File: src/rtl/adder_rr_arbiter.sv
// Round-robin front end for a shared, fully pipelined adder. Grants one requester per cycle,
// registers its operands toward the adder, and tags each op with its requester ID. The tag is
// walked alongside the adder pipeline so results come back with their owner. Any completion
// that does not line up with a tag raises a sticky error.
module adder_rr_arbiter #(
  parameter int unsigned WIDTH     = 8,
  parameter int unsigned NUM_REQ   = 4,
  parameter int unsigned ADDER_LAT = 2,
  parameter int unsigned CNT_W     = 16,
  localparam int unsigned ID_W     = (NUM_REQ > 1) ? $clog2(NUM_REQ) : 1
) (
  input  logic                     clk,
  input  logic                     reset_n,
  input  logic                     arb_en,
  input  logic [NUM_REQ-1:0]       req_valid,
  input  logic [NUM_REQ*WIDTH-1:0] req_a,
  input  logic [NUM_REQ*WIDTH-1:0] req_b,
  output logic [NUM_REQ-1:0]       req_ready,
  output logic [WIDTH-1:0]         add_value_a,
  output logic [WIDTH-1:0]         add_value_b,
  output logic                     add_data_val,
  input  logic [WIDTH-1:0]         add_sum_result,
  input  logic                     add_sum_carry,
  input  logic                     add_data_ready,
  output logic                     rsp_valid,
  output logic [ID_W-1:0]          rsp_id,
  output logic [WIDTH-1:0]         rsp_sum,
  output logic                     rsp_carry,
  output logic                     busy,
  output logic                     seq_err,
  output logic [CNT_W-1:0]         op_count
);

  logic [ID_W-1:0]  ptr_q, ptr_d;
  logic             grant_vld;
  logic [ID_W-1:0]  grant_id;
  logic [WIDTH-1:0] sel_a, sel_b;

  logic [WIDTH-1:0] value_a_q, value_b_q;
  logic             data_val_q;
  logic [ID_W-1:0]  iss_id_q;

  logic [ADDER_LAT-1:0] tag_vld_q;
  logic [ID_W-1:0]      tag_id_q [ADDER_LAT];

  logic             complete;
  logic             rsp_valid_q, rsp_carry_q, seq_err_q;
  logic [ID_W-1:0]  rsp_id_q;
  logic [WIDTH-1:0] rsp_sum_q;
  logic [CNT_W-1:0] op_count_q;

  // Round-robin search: first valid requester at or above the pointer, wrapping.
  always_comb begin : p_grant
    int idx;
    idx       = 0;
    grant_vld = 1'b0;
    grant_id  = '0;
    if (reset_n && arb_en) begin
      for (int j = 0; j < int'(NUM_REQ); j++) begin
        idx = (int'(ptr_q) + j) % int'(NUM_REQ);
        if (!grant_vld && req_valid[idx]) begin
          grant_vld = 1'b1;
          grant_id  = ID_W'(idx);
        end
      end
    end
  end

  assign req_ready = grant_vld ? (NUM_REQ'(1) << grant_id) : '0;
  assign sel_a     = req_a[32'(grant_id) * WIDTH +: WIDTH];
  assign sel_b     = req_b[32'(grant_id) * WIDTH +: WIDTH];

  // Pointer moves just past the winner; holds when nothing is granted.
  always_comb begin
    ptr_d = ptr_q;
    if (grant_vld) begin
      ptr_d = (grant_id == ID_W'(NUM_REQ - 1)) ? '0 : grant_id + 1'b1;
    end
  end

  // Issue stage: operands and the owner tag launched toward the adder.
  always_ff @(posedge clk) begin
    if (!reset_n) begin
      ptr_q      <= '0;
      data_val_q <= 1'b0;
      value_a_q  <= '0;
      value_b_q  <= '0;
      iss_id_q   <= '0;
    end else begin
      ptr_q      <= ptr_d;
      data_val_q <= grant_vld;
      if (grant_vld) begin
        value_a_q <= sel_a;
        value_b_q <= sel_b;
        iss_id_q  <= grant_id;
      end
    end
  end

  // Tag shadow of the adder pipeline; the last stage lines up with add_data_ready.
  always_ff @(posedge clk) begin
    if (!reset_n) begin
      tag_vld_q <= '0;
      for (int i = 0; i < int'(ADDER_LAT); i++) begin
        tag_id_q[i] <= '0;
      end
    end else begin
      tag_vld_q[0] <= data_val_q;
      tag_id_q[0]  <= iss_id_q;
      for (int i = 1; i < int'(ADDER_LAT); i++) begin
        tag_vld_q[i] <= tag_vld_q[i-1];
        tag_id_q[i]  <= tag_id_q[i-1];
      end
    end
  end

  assign complete = add_data_ready & tag_vld_q[ADDER_LAT-1];

  // Response capture, completion count and sticky alignment check.
  always_ff @(posedge clk) begin
    if (!reset_n) begin
      rsp_valid_q <= 1'b0;
      rsp_id_q    <= '0;
      rsp_sum_q   <= '0;
      rsp_carry_q <= 1'b0;
      op_count_q  <= '0;
      seq_err_q   <= 1'b0;
    end else begin
      rsp_valid_q <= complete;
      if (complete) begin
        rsp_id_q    <= tag_id_q[ADDER_LAT-1];
        rsp_sum_q   <= add_sum_result;
        rsp_carry_q <= add_sum_carry;
        op_count_q  <= op_count_q + 1'b1;
      end
      if (add_data_ready != tag_vld_q[ADDER_LAT-1]) begin
        seq_err_q <= 1'b1;
      end
    end
  end

  assign add_value_a  = value_a_q;
  assign add_value_b  = value_b_q;
  assign add_data_val = data_val_q;
  assign rsp_valid    = rsp_valid_q;
  assign rsp_id       = rsp_id_q;
  assign rsp_sum      = rsp_sum_q;
  assign rsp_carry    = rsp_carry_q;
  assign seq_err      = seq_err_q;
  assign op_count     = op_count_q;
  assign busy         = data_val_q | (|tag_vld_q) | rsp_valid_q;

endmodule

File: config.mk
export PLATFORM = sky130hd
export DESIGN_NAME = adder_rr_arbiter
export DESIGN_NICKNAME = d
export VERILOG_FILES = /design/src/rtl/adder_rr_arbiter.sv
export SDC_FILE = /design/constraint.sdc
export NUM_CORES = 1
export LEC_CHECK = 0
export BUFFER_PORTS_ARGS = -buffer_cell sky130_fd_sc_hd__buf_2
export CAP_MARGIN = 0
export CORE_ASPECT_RATIO = 0.75
export CORE_MARGIN = 5
export CORE_UTILIZATION = 50
export DETAILED_ROUTE_END_ITERATION = 8
export GPL_TIMING_DRIVEN = 0
export PLACE_DENSITY = 0.82
export SLEW_MARGIN = 20
export SYNTH_ARGS = -nofsm -noshare
export SYNTH_HDL_FRONTEND = slang
export SYNTH_SLANG_ARGS = --single-unit
File: constraint.sdc
create_clock -name clk -period 4.25 [get_ports clk]
set_input_delay 0.425 -clock clk [delete_from_list [all_inputs] [get_ports clk]]
set_output_delay 0.425 -clock clk [all_outputs]
set_load 0.02 [all_outputs]
# After elaboration in Yosys (flattened, before gate mapping)
# Memory sizes are Yosys's and may differ from the RTL's. A register that Yosys moved wholly into a read port is not among the register bits.
# Index checks and enable logic that the tools add are counted.
# totals
ff_bits	50
mem_bits_rw	4
output_inout_bits	51
word_cells	76
n_memories	1
# classes
add_sub_neg	5
n_lt_le_gt_ge	4
n_eq_ne	2
shift	3
muxes	30
bitwise_logic	8
n_reduce_logical	12
# mem_list
memory	depth	word_bits	rd	rd_ports_with_merged_regs	write_ports	line	text
tag_id_q	2	2	2	1	2	44	logic [ID_W-1:0] tag_id_q [ADDER_LAT];
# op_table
op	n
$shiftx A32 B6 Y8	2
$mux W1	17
$add A16 B1 Y16 const B	1
$mux W2	8
$lt A3 B4 Y1 const B	3
$bmux W1 S2	4
$reduce_or A2 Y1	4
$add A2 B1 Y2 const B	2
$add A2 B2 Y2 const B	2
$logic_and A1 B1 Y1	4
$logic_not A1 Y1	4
$mux W4	1
$or A1 B1 Y1	4
$shl A1 B2 Y4 const A	1
$and A1 B1 Y1 const A	3
$lt A2 B3 Y1 const B	1
$eq A2 B2 Y1 const B	1
$and A1 B1 Y1	1
$ne A1 B1 Y1	1

# Longest topological paths before layout
# Gate-level depths: netlist (run 1).
# logic_depth
depth_word	19
depth_mapped	8

# Least setup slack after synthesis (run 1)
# Ideal clock, no wire load.
# synth_path
kind	in2out
startpoint	input port req_valid[2]
endpoint	output port req_ready[0]
arrival_time_ns	1.881
required_time_ns	3.825
path_slack_ns	1.944
path_stages	7
path_cell_list	or2b_1 > a21boi_2 > nor3_2 > clkbuf_1 > nand3_1 > ha_1 > and2_1
# synth_via
elab_chain_cells	18
# synth_rtl
element	line	text
from (decl)	15	input logic [NUM_REQ-1:0] req_valid,
$bmux W1 S2	61	if (!grant_vld && req_valid[idx]) begin
$mux W1 (not written as such)	61	
$mux W1	61	
$mux W1	58	if (reset_n && arb_en) begin
$logic_not A1 Y1	61	
$logic_and A1 B1 Y1	61	
$mux W1	61	
$mux W1	58	
[2 not listed]	-	
$mux W1	61	
$mux W1	58	
$logic_not A1 Y1	61	
$logic_and A1 B1 Y1	61	
$mux W2	61	
$mux W2	58	
$shl A1 B2 Y4	69	assign req_ready = grant_vld ? (NUM_REQ'(1) << grant_id) : '0;
$mux W4 (*)	69	
to (decl)	18	output logic [NUM_REQ-1:0] req_ready,
# Every way passes the cells marked *; elsewhere a longest branch is shown, timed or not. The select of a mux whose other input is x is not followed.

# Worst setup path in the final report (run 1)
# layout_path
startpoint	register ptr_q[0]
endpoint	output port req_ready[0]
# layout_via
elab_chain_cells	18
# layout_rtl
element	line	text
from (decl)	34	logic [ID_W-1:0] ptr_q, ptr_d;
from (signal assigned)	90	ptr_q <= ptr_d;
parallel branches: the longest is 17 deep, another holds $add A2 B1 Y2	-	
$mux W4 (*)	69	
# Mark *: on every way between the ends. The select of a mux whose other input is x is not followed.

==> flow_summary.toml, run 1 <==
[final_layout]
drive_above_1_share_pct = 35.5
seqCellArea_um2 = 1120
multiInputGateArea_um2 = 1470
diodes = 0
area_delta_synth_final_pct = 30.4
num-fill-cells = 474
fin_nets = 522

[synth]
synth_sequential_area_ratio_pct = 40.7
yosys_warnings = 0
synth_cell_types = 37
ys.flop_type = "dfxtp_1"
synth.most_common_cell = "dfxtp_1"
synth-async-reset-ratio_pct = 0
yosys-top-cells-area = "dfxtp_1, a221oi_1, a221oi_2, a21boi_0, and2_1"
synth_top_area_share_pct = 40.7
synth-edff-count = 0
synthesis.instances = 300
syn_nets = 384
synthTopCellsByCount = "dfxtp_1, nand2_1, a221oi_1"
ys_ff_latch = 56
synth_area_leader_cell = "dfxtp_1"
syn_area_um2 = 2750
synth.avg_cell_area_um2 = 9.18

[sta]
fmax_mhz = 316
rsz0062_at_grt = "false"
setup_viol = 0
period_needed_ps = 3160
setup_tns_ps = 0
slew_violations = 0
worst_pin_slew_ps = 640
period_share_pct = 74.4
hold_viol = 0
finClkSkew_ps = 6.67
whs_ps = 352
relSlewSlack_pct = 57.1

[place]
hpwl_mm = 5.97
port_buffers = 131
gp_congestion = 0.839

[die]
fp.dieArea_um2 = 7110
start_util_pct = 51.4
ios = 132
die_w_um = 95.7
row_count = 23
die_h_um = 74.3
coreArea_um2 = 5350

[critical_path]
required_ps = 3830
crit_family = "simple AND/OR/NAND/NOR gates"
cp_slowest_cell = "nor3_2"
worstSetupPathType = "reg -> out"
path_cells = "nand2b_1 -> a21oi_2 -> nor3_2 -> clkbuf_1 -> nand3_1 -> ha_1 -> and2_1 -> buf_2"
slowest_delay_ps = 540
worstPathArrival_ps = 2740
endpoint_kind = "primary output"
crit_buf_inv = 2
cp-start-kind = "register"
cp_max_fo = 10

[detailed_routing]
vias_per_cell = 5.37
vias = 2758
ant_nets = 0
drt-wirelength-per-cell_um = 14.9
wirelength_mm = 7.67
dr.pass1.iters = 4
drc_errors = 0
dr.first_iter.drc_count = 129

[pwr]
p_sw_uw = 324
leakage_uw = 0.00171
internal_power_uw = 759
combPwrFrac_pct = 20.6
p_seq_share_pct = 52.1
power_density_nw_per_um2 = 301
pwr-share-clk_pct = 27.3
swShare_pct = 29.9
vdd_drop_max_mv = 0.182

[clock_network]
cts_buffers = 5
clk_pin_slew_ps = 100
clockRootBuffer = "clkbuf_8"
cts_resized = 0
clockBufferDepth = 2
ctsHoldBuffers = 0
postCtsSetupBuffers = 0
clkLatencyLatePin_ps = 310
htree_num_levels = 2
cts_sinks = 56
tritoncts = "done"

[global_route]
grt_max_degree = 18
grt_pass1_wl_mm = 12.4
antenna_found_initial = 0
grt_pass1_vias = 2672
grt_usage_pct = 22.1
grt_overflow_total = 0

[run_status]
status = "finished, final reports clean"

[flow_run]
cap_violations = 0

[worst_hold_path]
hold_path_class = "in -> reg"
==> cell type report <==
cell class / instances / share of cell area (%)
Clock buffer: 6 / 2.02
Multi-Input combinational cell: 207 / 40.8
Inverter: 19 / 1.99
Buffer: 18 / 2.65
Timing Repair Buffer: 131 / 18.3
Tap cell: 75 / 2.61
Clock inverter: 2 / 0.453
Sequential cell: 56 / 31.2
==> worst paths after layout <==
kind                                  start                        end  slack [ps]  cells after the start
hold reg to reg   tag_id_q[0][0]$_SDFF_PN0_  tag_id_q[1][0]$_SDFF_PN0_         450                      1
setup reg to reg      ptr_q[0]$_SDFFE_PN0P_      ptr_q[1]$_SDFFE_PN0P_        1780                      8
setup / recovery      ptr_q[0]$_SDFFE_PN0P_               req_ready[0]        1090                      8
hold / removal                       arb_en      ptr_q[0]$_SDFFE_PN0P_         350                      2
==> worst register-to-register path, stage by stage (launching register included) <==
cell and delay, ps:
dfxtp_1 420, nand2b_1 180, a21oi_2 80, nor3_2 540, clkbuf_1 460, nand3_1 210
ha_1 330, nand2_1 50, o21ai_0 70
==> layer usage <==
metal / global-route usage [%] / vias up / wire length (um)
met5: 0 / - / 0
met4: 8.20 / 0 / 187
li1: - / 1349 / -
met1: 29.0 / 1296 / 3350
met2: 36.8 / 95 / 3670
met3: 3.74 / 18 / 458
==> metrics by stage <==
stage	util, %	std cells	setup WS [ps]	power, uW	area [um^2]
finish	67.1	514	1090	1080	3590
global placement	65.5	506	1310	793	3500
CTS	67.1	514	1130	1090	3590
detailed placement	65.5	506	1310	798	3500
floorplan	-	300	1940	708	2750
global route	67.1	514	898	1140	3590
==> power groups by stage <==
stage          clock [uW]  sequential [uW]  combinational (uW)
2_1_floorplan           0              596                 112
3_3_place_gp            0              575                 218
3_5_place_dp            0              576                 222
4_1_cts               307              564                 223
5_1_grt               324              568                 245
6_report              295              564                 223
==> registers in the layout, indices dropped and copies added, names as in the netlist <==
register / count
add_data_val: 1
add_value_a: 8
add_value_b: 8
iss_id_q: 2
op_count: 16
ptr_q: 2
rsp_carry: 1
rsp_id: 2
rsp_sum: 8
rsp_valid: 1
seq_err: 1
tag_id_q: 4
tag_vld_q: 2
==> layout by cell type, fill, tap and decap left out, drive strengths merged, types with 4 or more instances in the layout <==
master    n
buf     135
dfxtp    56
a221oi   32
nand2    30
and2     21
o21ai    20
a21boi   20
clkbuf   20
inv      19
nor2b    13
mux2i    12
xnor2    11
nand3     7
nand4     6
nand2b    4
nor2      4
a21oi     4
==> cell families (layout without fill, tap and decap cells) <==
group	after synthesis	count (layout)	synth area share [%]
mux	12	12	4.36
simple gates	97	97	19.3
fa+ha+maj	3	3	1.36
flops	56	56	40.7
xor+xnor	12	12	3.82
buf+inv	37	176	6.04
compound gates	83	83	24.4
Power figures use the tool's default switching activity.
==> run 2: changes to the inputs <==
--- a/config.mk
+++ b/config.mk
@@ -5,14 +5,15 @@
 export SDC_FILE = /design/constraint.sdc
 export NUM_CORES = 1
 export LEC_CHECK = 0
+export ABC_AREA = 1
 export BUFFER_PORTS_ARGS = -buffer_cell sky130_fd_sc_hd__buf_2
 export CAP_MARGIN = 0
 export CORE_ASPECT_RATIO = 0.75
 export CORE_MARGIN = 5
-export CORE_UTILIZATION = 50
+export CORE_UTILIZATION = 47
 export DETAILED_ROUTE_END_ITERATION = 8
 export GPL_TIMING_DRIVEN = 0
-export PLACE_DENSITY = 0.82
+export PLACE_DENSITY = 0.76
 export SLEW_MARGIN = 20
 export SYNTH_ARGS = -nofsm -noshare
 export SYNTH_HDL_FRONTEND = slang
==> constraint.sdc (replaced) <==
create_clock -name clk -period 3.2 [get_ports clk]
set_input_delay 0.32 -clock clk [delete_from_list [all_inputs] [get_ports clk]]
set_output_delay 0.32 -clock clk [all_outputs]
set_load 0.02 [all_outputs]
==> flow_summary.toml, run 2 <==
[synth]
synthesis.instances = 435
synth-edff-count = 0
ys_ff_latch = 56
synth-async-reset-ratio_pct = 0
synth_area_leader_cell = "dfxtp_1"
synthTopCellsByCount = "nand2_1, nand3_1, dfxtp_1"
synth_cell_types = 27
synth.avg_cell_area_um2 = 6.65
yosys_warnings = 0
synth_sequential_area_ratio_pct = 38.7
synth_top_area_share_pct = 38.7
yosys-top-cells-area = "dfxtp_1, nand3_1, nand2_1, nor2_1, o21ai_0"
syn_nets = 519
syn_area_um2 = 2890
ys.flop_type = "dfxtp_1"

[sta]
whs_ps = 234
rsz0062_at_grt = "false"
worst_pin_slew_ps = 483
setup_viol = 0
finClkSkew_ps = 6.35
relSlewSlack_pct = 67.8
slew_violations = 0
fmax_mhz = 371
setup_slack_ps = 508
setup_tns_ps = 0
period_needed_ps = 2690
period_share_pct = 84.1
hold_viol = 0

[clock_network]
cts_resized = 0
clk_pin_slew_ps = 100
htree_num_levels = 2
clkLatencyLatePin_ps = 310
clockRootBuffer = "clkbuf_8"
ctsHoldBuffers = 0
postCtsSetupBuffers = 0
tritoncts = "done"
clockBufferDepth = 2
cts_buffers = 5
cts_sinks = 56

[detailed_routing]
vias_per_cell = 5.19
drc_errors = 0
vias = 3383
wirelength_mm = 8.69
ant_nets = 0
dr.first_iter.drc_count = 187
drt-wirelength-per-cell_um = 13.3
dr.pass1.iters = 5

[global_route]
grt_max_degree = 18
grt_overflow_total = 0
antenna_found_initial = 0
grt_pass1_wl_mm = 14.3
grt_pass1_vias = 3113
grt_usage_pct = 21.9

[critical_path]
cp-start-kind = "register"
required_ps = 2880
worstSetupPathType = "reg -> out"
worstPathArrival_ps = 2370
endpoint_kind = "primary output"
cp_max_fo = 10

[pwr]
total_power_uw = 1740
power_density_nw_per_um2 = 465
p_seq_share_pct = 44.2
combPwrFrac_pct = 32.0
vdd_drop_max_mv = 0.294
p_sw_uw = 621
swShare_pct = 35.6
leakage_uw = 0.00205
internal_power_uw = 1120
pwr-share-clk_pct = 23.8

[place]
port_buffers = 131
place_area_um2 = 3650
hpwl_mm = 6.70
place_ws_ps = 861
gp_congestion = 0.905

[final_layout]
largest_register_ffs = 16
num-fill-cells = 587
diodes = 0
layout_commonest_cell = "buf_2"
fin_nets = 657
area_delta_synth_final_pct = 29.4
final_cell_mix = "buf_2, nand2_1, nand3_1, dfxtp_1, nor2_1"
drive_above_1_share_pct = 29.8
design_area_um2 = 3740

[worst_hold_path]
hold_path_class = "in -> reg"

[die]
start_util_pct = 49.2
coreArea_um2 = 5890
ios = 132
die_h_um = 78.0
die_w_um = 101
fp.dieArea_um2 = 7840
row_count = 24

[flow_run]
cap_violations = 0

[run_status]
status = "finished, final reports clean"
-- run 2: cell count changes after synthesis, sizes merged, moves of 12 or more --
cell | before | now
a221oi | 32 | 0
nor2b | 13 | 0
and2 | 21 | 0
buf | 4 | 17
nor2 | 4 | 52
mux2i | 12 | 0
a21boi | 20 | 0
nand2 | 30 | 116
nand3 | 7 | 111
-- run 2: power groups by stage --
stage | clock (uW) | sequential, uW | combinational (uW)
3_5_place_dp | 0 | 785 | 551
6_report | 414 | 770 | 558
3_3_place_gp | 0 | 784 | 541
4_1_cts | 423 | 770 | 553
2_1_floorplan | 0 | 829 | 329
5_1_grt | 459 | 776 | 613
-- run 2: metrics by stage --
step           instances  util (%)
4_1_cts              652      63.6
5_1_grt              652      63.6
3_5_place_dp         644      62.0
2_1_floorplan        435         -
6_report             652      63.6
3_3_place_gp         644      62.0
-- run 2: cells by family (layout without fill, tap and decap cells) --
group,count (synthesis),after routing,share of synthesized area (%)
compound gates,37,37,6.66
xor+xnor,1,1,0.303
fa+ha+maj,3,3,1.30
buf+inv,55,194,9.30
flops,56,56,38.7
simple gates,283,283,43.7
-- run 2: metal layers --
layer  wire length (um)  vias to the layer above  track usage, %
met5                  0                        -               0
met3                658                       16            4.57
met4                102                        0            4.71
met1               3920                     1546            29.9
li1                   -                     1691               -
met2               4010                      130            35.7
-- run 2: path summary, 6_finish.rpt --
path	startpoint	to	slack, ps	depth (start not counted)
worst max register to register	ptr_q[0]$_SDFFE_PN0P_	ptr_q[1]$_SDFFE_PN0P_	1080	15
worst max-delay path	ptr_q[0]$_SDFFE_PN0P_	req_ready[0]	510	16
worst min-delay path	add_sum_result[6]	rsp_sum[6]$_SDFFE_PN0P_	230	3
worst min register to register	iss_id_q[1]$_SDFFE_PN0P_	tag_id_q[0][1]$_SDFF_PN0_	440	2
-- run 2: area by class of cell --
| cell class | instances | area [um^2] | share of cell area (%) |
|---|---|---|---|
| Inverter | 30 | 118 | 3.14 |
| Clock buffer | 6 | 82.6 | 2.21 |
| Buffer | 25 | 151 | 4.04 |
| Clock inverter | 2 | 13.8 | 0.368 |
| Sequential cell | 56 | 1120 | 29.9 |
| Timing Repair Buffer | 131 | 656 | 17.5 |
| Multi-Input combinational cell | 324 | 1500 | 40.2 |
| Tap cell | 78 | 97.6 | 2.61 |
-- run 2: worst max-delay path: stages (launching register included) --
cell and delay [ps]:
dfxtp_1 340, buf_6 140, inv_4 70, nand2_1 70
nand2_2 80, nand2_1 90, nand2_1 90, nor2_4 120
nand3_1 80, nand2_1 60, inv_1 40, nand2_2 80
buf_2 250, ha_1 230, inv_1 50, nor2_1 90
buf_2 170
==> run 3: changes to the inputs <==
--- a/config.mk
+++ b/config.mk
@@ -5,15 +5,15 @@
 export SDC_FILE = /design/constraint.sdc
 export NUM_CORES = 1
 export LEC_CHECK = 0
-export ABC_AREA = 1
+export ABC_AREA = 0
 export BUFFER_PORTS_ARGS = -buffer_cell sky130_fd_sc_hd__buf_2
 export CAP_MARGIN = 0
 export CORE_ASPECT_RATIO = 0.75
 export CORE_MARGIN = 5
-export CORE_UTILIZATION = 47
+export CORE_UTILIZATION = 42
 export DETAILED_ROUTE_END_ITERATION = 8
 export GPL_TIMING_DRIVEN = 0
-export PLACE_DENSITY = 0.76
+export PLACE_DENSITY = 0.73
 export SLEW_MARGIN = 20
 export SYNTH_ARGS = -nofsm -noshare
 export SYNTH_HDL_FRONTEND = slang
==> constraint.sdc (replaced) <==
create_clock -name clk -period 2.35 [get_ports clk]
set_input_delay 0.235 -clock clk [delete_from_list [all_inputs] [get_ports clk]]
set_output_delay 0.235 -clock clk [all_outputs]
set_load 0.02 [all_outputs]
==> flow_summary.toml, run 3 (synthesis gave the netlist of run 1 again) <==
[sta]
whs_ps = 156
period_needed_ps = 2200
period_share_pct = 93.7
fmax_mhz = 454
finClkSkew_ps = 5.49
rsz0062_at_grt = "false"
setup_viol = 0
slew_violations = 0
worst_pin_slew_ps = 677
hold_viol = 0
relSlewSlack_pct = 54.5

[detailed_routing]
drc_errors = 0
vias = 2732
dr.first_iter.drc_count = 111
dr.pass1.iters = 4
vias_per_cell = 5.23
wirelength_mm = 7.74
drt-wirelength-per-cell_um = 14.8
ant_nets = 0

[final_layout]
area_delta_synth_final_pct = 32.1
fin_nets = 524
drive_above_1_share_pct = 36.7
layout_commonest_cell = "buf_2"
diodes = 0
fin_util_pct = 57.3
final_cells = 522
largest_register_ffs = 16
final_cell_mix = "buf_2, dfxtp_1, nand2_1, a221oi_1, and2_1"

[critical_path]
cp-start-kind = "register"
worstPathArrival_ps = 1970
cp_max_fo = 10
endpoint_kind = "primary output"
worstSetupPathType = "reg -> out"
required_ps = 2120

[global_route]
grt_pass1_vias = 2658
grt_overflow_total = 0
grt_pass1_wl_mm = 13.0
grt_usage_pct = 18.6
antenna_found_initial = 0
grt_max_degree = 19

[clock_network]
clkLatencyLatePin_ps = 310
cts_buffers = 5
clockRootBuffer = "clkbuf_8"
clk_pin_slew_ps = 110
clockBufferDepth = 2
htree_num_levels = 2
cts_sinks = 56
tritoncts = "done"

[die]
fp.dieArea_um2 = 8290
row_count = 25
coreArea_um2 = 6350
die_w_um = 104
start_util_pct = 43.4
die_h_um = 80.1
ios = 132

[flow_run]
cap_violations = 0

[pwr]
total_power_uw = 1990
leakage_uw = 0.00173
power_density_nw_per_um2 = 546
vdd_drop_max_mv = 0.269

[place]
placed_cells = 512
port_buffers = 131
hpwl_mm = 6.00
gp_congestion = 0.812

[run_status]
status = "finished, final reports clean"

[worst_hold_path]
hold_path_class = "in -> reg"
-- run 3: cell types whose count changed in the layout (fill, tap and decap cells not counted), sizes merged, moves of 5 or more --
cell / change
a21boi: +20
a21oi: -7
a221oi: +32
and2: +21
buf: -10
inv: -11
mux2i: +12
nand2: -86
nand3: -104
nand4: +5
nor2: -48
nor2b: +13
xnor2: +10
-- run 3: metrics by stage --
stage / instance area [um^2] / TNS [ps] / setup WS (ps)
after floorplan: 2750 / 0 / 344
after global placement: 3510 / -431 / -270
after detailed placement: 3510 / -237 / -203
after CTS: 3620 / 0 / 33.1
after global routing: 3640 / 0 / 6.66
final: 3640 / 0 / 148
-- run 3: final cells by class --
class | instances | area [um^2]
plain buffers | 18 | 106
clock buffers | 5 | 68.8
clock inverters | 3 | 21.3
fillers | 610 | 2710
inverters | 19 | 71.3
multi-input cells | 207 | 1480
flip-flops and latches | 56 | 1120
well taps | 81 | 101
repair buffers | 133 | 671
-- run 3: routing by layer --
metal	global-route usage, %	vias to the layer above	wire length [um]
li1	-	1359	-
met1	24.8	1289	3580
met2	30.1	80	3600
met3	4.66	4	496
met4	4.98	0	63
met5	0	-	0
-- run 3: timing repair --
item | in CTS | in global routing
setup endpoints to repair | 3 | 1
gates resized for setup | 4 | 3
hold buffers | 0 | 0
pin swaps | 1 | 1
hold endpoints to repair | 0 | 0
buffers inserted | 1 | 1
-- run 3: power breakdown --
part	leakage [uW]	switching (uW)	internal, uW
clock network	0.0000445	335	213
registers	0.000457	28.9	992
logic	0.00123	238	179
total	0.00173	602	1380
-- run 3: worst max-delay path, stage by stage (launching register included) --
cell,delay [ps]
dfxtp_1,400
a21boi_2,210
nor3_4,230
buf_8,170
nand3_1,130
ha_2,230
and2_1,130
buf_2,150
-- run 3: worst paths after layout --
check | start | to | slack [ps] | cells past startpoint
worst max register to register | ptr_q[1]$_SDFFE_PN0P_ | add_value_b[6]$_SDFFE_PN0P_ | 260 | 6
worst max-delay path | ptr_q[1]$_SDFFE_PN0P_ | req_ready[0] | 150 | 7
worst min register to register | tag_id_q[0][0]$_SDFF_PN0_ | tag_id_q[1][0]$_SDFF_PN0_ | 450 | 1
worst min-delay path | arb_en | ptr_q[0]$_SDFFE_PN0P_ | 160 | 2
